### src/rtl/ha_serial_incr_ctrl_pkg.sv
// rtl/ha_serial_incr_ctrl_pkg.sv - shared constants for the bit-serial increment controller
package ha_serial_incr_ctrl_pkg;

    localparam int CNT_WIDTH = 4;

    typedef enum logic {
        ST_IDLE = 1'b0,
        ST_ADD  = 1'b1
    } state_t;

endpackage

### src/rtl/ha_serial_incr_ctrl_ha_cell.sv
// rtl/ha_serial_incr_ctrl_ha_cell.sv - single 1-bit half adder shared across all counter bits
module ha_cell (
    input  logic a,
    input  logic b,
    output logic s,
    output logic c
);

    assign s = a ^ b;
    assign c = a & b;

endmodule

### src/rtl/ha_serial_incr_ctrl.sv
// rtl/ha_serial_incr_ctrl.sv - increments a WIDTH-bit count one bit per clock through one half adder
module ha_serial_incr_ctrl
    import ha_serial_incr_ctrl_pkg::*;
#(
    parameter int WIDTH   = CNT_WIDTH,
    parameter bit WRAP_EN = 1'b1
) (
    input  logic             clk,
    input  logic             rst_n,
    input  logic             inc_req,
    output logic             inc_ready,
    input  logic             load,
    input  logic [WIDTH-1:0] load_val,
    output logic [WIDTH-1:0] count,
    output logic             busy,
    output logic             done,
    output logic             wrap
);

    localparam int               IDX_W    = $clog2(WIDTH);
    localparam logic [IDX_W-1:0] IDX_LAST = IDX_W'(WIDTH - 1);

    state_t           state_q, state_d;
    logic [WIDTH-1:0] count_q, count_d;
    logic [WIDTH-1:0] work_q,  work_d;
    logic             carry_q, carry_d;
    logic [IDX_W-1:0] idx_q,   idx_d;
    logic             done_q,  done_d;
    logic             wrap_q,  wrap_d;

    logic ha_a;
    logic ha_s;
    logic ha_c;

    assign ha_a = work_q[idx_q];

    ha_cell u_ha_cell (
        .a (ha_a),
        .b (carry_q),
        .s (ha_s),
        .c (ha_c)
    );

    always_comb begin
        state_d = state_q;
        count_d = count_q;
        work_d  = work_q;
        carry_d = carry_q;
        idx_d   = idx_q;
        done_d  = 1'b0;
        wrap_d  = 1'b0;
        case (state_q)
            ST_IDLE: begin
                if (load) begin
                    count_d = load_val;
                end else if (inc_req) begin
                    work_d  = count_q;
                    carry_d = 1'b1;
                    idx_d   = '0;
                    state_d = ST_ADD;
                end
            end
            ST_ADD: begin
                work_d[idx_q] = ha_s;
                carry_d       = ha_c;
                idx_d         = idx_q + IDX_W'(1);
                if (idx_q == IDX_LAST) begin
                    // Saturating build keeps all-ones when the final carry escapes.
                    if (WRAP_EN || !ha_c) begin
                        count_d = work_d;
                    end
                    idx_d   = '0;
                    done_d  = 1'b1;
                    wrap_d  = ha_c;
                    state_d = ST_IDLE;
                end
            end
            default: state_d = ST_IDLE;
        endcase
    end

    always_ff @(posedge clk) begin
        if (!rst_n) begin
            state_q <= ST_IDLE;
            count_q <= '0;
            work_q  <= '0;
            carry_q <= 1'b0;
            idx_q   <= '0;
            done_q  <= 1'b0;
            wrap_q  <= 1'b0;
        end else begin
            state_q <= state_d;
            count_q <= count_d;
            work_q  <= work_d;
            carry_q <= carry_d;
            idx_q   <= idx_d;
            done_q  <= done_d;
            wrap_q  <= wrap_d;
        end
    end

    assign inc_ready = (state_q == ST_IDLE) && !load;
    assign count     = count_q;
    assign busy      = (state_q == ST_ADD);
    assign done      = done_q;
    assign wrap      = wrap_q;

endmodule

### config.mk
export PLATFORM = sky130hd
export DESIGN_NAME = ha_serial_incr_ctrl
export DESIGN_NICKNAME = d
export VERILOG_FILES = /design/src/rtl/ha_serial_incr_ctrl_pkg.sv /design/src/rtl/ha_serial_incr_ctrl_ha_cell.sv /design/src/rtl/ha_serial_incr_ctrl.sv
export SDC_FILE = /design/constraint.sdc
export NUM_CORES = 1
export LEC_CHECK = 0
export CAP_MARGIN = 20
export CORE_MARGIN = 2
export CORE_UTILIZATION = 37
export DETAILED_ROUTE_END_ITERATION = 12
export PLACE_DENSITY = 0.59
export SYNTH_ARGS = -nofsm -noshare
export SYNTH_HDL_FRONTEND = slang
export SYNTH_SLANG_ARGS = --single-unit
export TNS_END_PERCENT = 30
### constraint.sdc
create_clock -name clk -period 2.6 [get_ports clk]
set_clock_uncertainty 0.15 [all_clocks]
set_input_delay 0.52 -clock clk [delete_from_list [all_inputs] [get_ports clk]]
set_output_delay 0.52 -clock clk [all_outputs]
set_load 0.005 [all_outputs]
==> impl_summary.md <==
STA
The hold violation total from the final report is 0. In the finished design, the share of the clock period the worst path needs comes to 0.870. The count of pins over their slew limit is 0.

Setup repair after global routing left no endpoint under its margin. The worst hold slack after final layout is 345 ps. Static timing analysis puts the maximum clock frequency at 442 MHz. The worst relative slew slack is 0.715. Setup total negative slack on the finished layout was measured at 0 ps. The transition at the pin with the smallest max-transition slack is 426 ps. The post-route minimum period is 2260 ps. Setup violations remaining at the end of the flow were counted as 0.

Worst hold path
The number of instances on the worst hold path is 2. The classification of the worst-slack hold path is register to register.

Detailed routing
The number of search-and-repair iterations in the first detailed-routing pass is 4. In the final routed layout, each cell accounts on average for 12.5 µm. The aggregate routed wire length is 1470 µm.

The remaining number of nets flagged by the antenna check after routing is 0. The number of DRC violations after detailed routing is 0. The average vias per placed instance is 5.03. The initial DRC count is 1. The via count of the routed design is 593.

Worst setup path
The family with the most delay on the worst path is buffers and inverters. The cell occurring most often along the worst timing path is sky130_fd_sc_hd__clkdlybuf4s50_1. The count of buffering cells on the critical path with inverters included is 2. The worst setup path is of the input port to output pin kind.

Data on the critical path is required at its endpoint by 1930 ps. STA classifies the critical path endpoint as an output pin. The startpoint type of the worst setup path is an input port. Traced cell by cell, the critical path runs through clkdlybuf4s50_1, nor2_1, clkdlybuf4s50_1.

The data arrival at the endpoint of the critical path is 1590 ps. The critical path depth is 3. The length in cells of the worst reg-to-reg path is 5.

In this run the worst path has a maximum fanout of 4. The largest single stage delay on the critical path is 510 ps. On the critical path, the stage with the largest delay is an instance of sky130_fd_sc_hd__clkdlybuf4s50_1.

Placement
The final HPWL from detailed placement is 1040 µm. The total of buffers placed on input and output ports is 15. The area after detailed placement is 876 µm². The post-placement cell count is 114. Routability-driven placement finished with a final weighted congestion of 0.730.

Clock tree
The clock tree buffer depth is 2. The cell at the root of the clock tree is sky130_fd_sc_hd__clkbuf_4. The number of clock buffers added by TritonCTS is 3.

For the worst-skew pair, the clock arrives at the later sink with an insertion delay of 280 ps. The clock tree from TritonCTS is done. The number of buffers inserted for hold repair after clock tree synthesis is 0. Clock-pin slew was measured on the worst setup and hold paths at 90 ps. Post-CTS repair changed the size of 0 cells. The number of setup buffers added after CTS is 0. In this run the number of H-tree levels came out at 1. The clock net in this run drives a total of 14 sinks.

Run
The max-cap violation count is 0.

Synth
The dominant synthesized flop cell is sky130_fd_sc_hd__dfxtp_1. By area, the combinational part of the netlist is dominated by compound AO/OA/AOI/OAI gates. Synthesis produced a netlist with a net count of 89. The synthesized netlist contains 25 unique library cells. The post-synthesis share of cell area spent on xor and xnor gates is 0. The proportion of synthesized flip-flops having asynchronous set or reset is 0. The number of enable flip-flop cells after synthesis is 0. Of the total synthesized cell area, the portion taken by AND, OR, NAND and NOR gates is 0.176. The count of warnings emitted by yosys is 0.

The flop and latch count out of synthesis is 14. The synthesized-area fraction occupied by ao, oa, aoi and oai cells is 0.181. The multiplexer area fraction after synthesis is 0.0951. The fraction of the yosys area taken by sequential cells is 0.394.

In the synthesized netlist, the number of instances is 76. The fraction of the mapped netlist area in adder cells is 0.0880. The average instance area after synthesis is 9.35 µm². After synthesis the cells add up to 711 µm².

Cells and area
At the end of the flow, the number of nets in the layout was 107. Summing all non-filler instances in the final layout gives an area of 912 µm². In the layout the commonest cells are sky130_fd_sc_hd__clkdlybuf4s50_1 (15), sky130_fd_sc_hd__dfxtp_1 (14), sky130_fd_sc_hd__nand2_1 (11). Counting the fill cells in the layout gives 181.

The area added between synthesis and finish is 28.3%. Leaving out fill and tap cells, the most frequent cell in the layout is sky130_fd_sc_hd__clkdlybuf4s50_1. The fraction of layout cells with a size suffix above 1 is 0.140. The final antenna diode count is 0. For this run, the number of standard cells in the final layout without fillers is 118.

Global route
The number of global-route vias before repair is 548. The number of antenna violations at the first check in global routing is 0. The total global routing track utilization is 0.149. After global routing the overflow that remains totals 0.

The global-route wire length before repair is 2390 µm. Entering global routing, the biggest net connects 20 pins.

Floorplanning
The number of top-level pins is 16. The height of the die is 47.8 µm. The cell row count is 15. The full die area is 2290 µm². For this configuration, the core starts out at a cell density of 0.403.

From left edge to right edge, the die measures 47.8 µm. The area of the core is 1760 µm².

Power
The leakage power total is 0.372 nW. The largest vdd supply drop is 0.300 mV. Power comes to 0.000489 W.

In this run the power density over the cells is 536 nW/µm².

Status
The flow ran to the end, and the final reports show no timing, DRC or antenna violations.
power by group:
| part | total [W] | internal (W) | switching, W | leakage, nW |
|---|---|---|---|---|
| registers | 0.000239 | 0.000229 | 0.0000108 | 0.115 |
| clock network | 0.000157 | 0.0000851 | 0.0000719 | 0.0210 |
| logic | 0.0000924 | 0.0000521 | 0.0000404 | 0.236 |
| total | 0.000489 | 0.000366 | 0.000123 | 0.372 |
cell usage after synthesis (all sizes together), types with 2 or more instances:
library cell	n	area, µm²
and3	4	25.0
buf	3	27.5
o31ai	4	30.0
o21ai	5	25.0
a31oi	6	37.5
nor2	2	7.51
ha	5	62.6
and2	2	12.5
nor3	2	10.0
inv	4	15.0
mux2	4	45.0
nand2	11	41.3
dfxtp	14	280
cells by family (layout without fill, tap and decap cells):
family,Yosys count,in the layout
simple gates,25,25
compound gates,19,19
flops,14,14
buf+inv,8,25
fa+ha+maj,5,5
mux,5,5
worst reg2reg max path, cell delays in order (launching register included):
cell and delay, ps:
sky130_fd_sc_hd__dfxtp_1 420, sky130_fd_sc_hd__mux4_2 520, sky130_fd_sc_hd__ha_1 340, sky130_fd_sc_hd__mux2_2 280
sky130_fd_sc_hd__nand2_1 100, sky130_fd_sc_hd__a31oi_1 90
stage by stage:
stage / utilization / setup WS [ps]
6_report: 0.517 / 338
4_1_cts: 0.517 / 333
5_1_grt: 0.517 / 280
3_5_place_dp: 0.496 / 333
2_1_floorplan: - / 737
3_3_place_gp: 0.496 / 364
routing by layer:
metal	part of all wire	vias to the layer above	GRT usage
li1	-	306	-
met1	0.50	274	0.191
met5	0	-	0
met4	0	0	0.0649
met2	0.46	13	0.227
met3	0.039	0	0.0528
worst paths after layout:
check	start	endpoint	slack [ps]
worst min-delay path	count[1]	work_q[1]	340
worst min register to register	count[1]	work_q[1]	340
worst max-delay path	load	inc_ready	340
worst max register to register	idx_q[1]	work_q[0]	590
layout make-up:
class                      instances  area, µm²  share of cell area
inverter                           4       15.0              0.0165
multi-input combinational         54        384               0.421
clock buffer                       4       36.3              0.0398
tap                               25       31.3              0.0343
sequential                        14        280               0.307
timing repair buffer              17        165               0.181
state kept, by name, indices dropped and copies added (netlist names):
signal / cells
busy: 1
idx_q: 2
count: 4
done: 1
wrap: 1
work_q: 4
carry_q: 1
(Power assumes the default switching activity.)
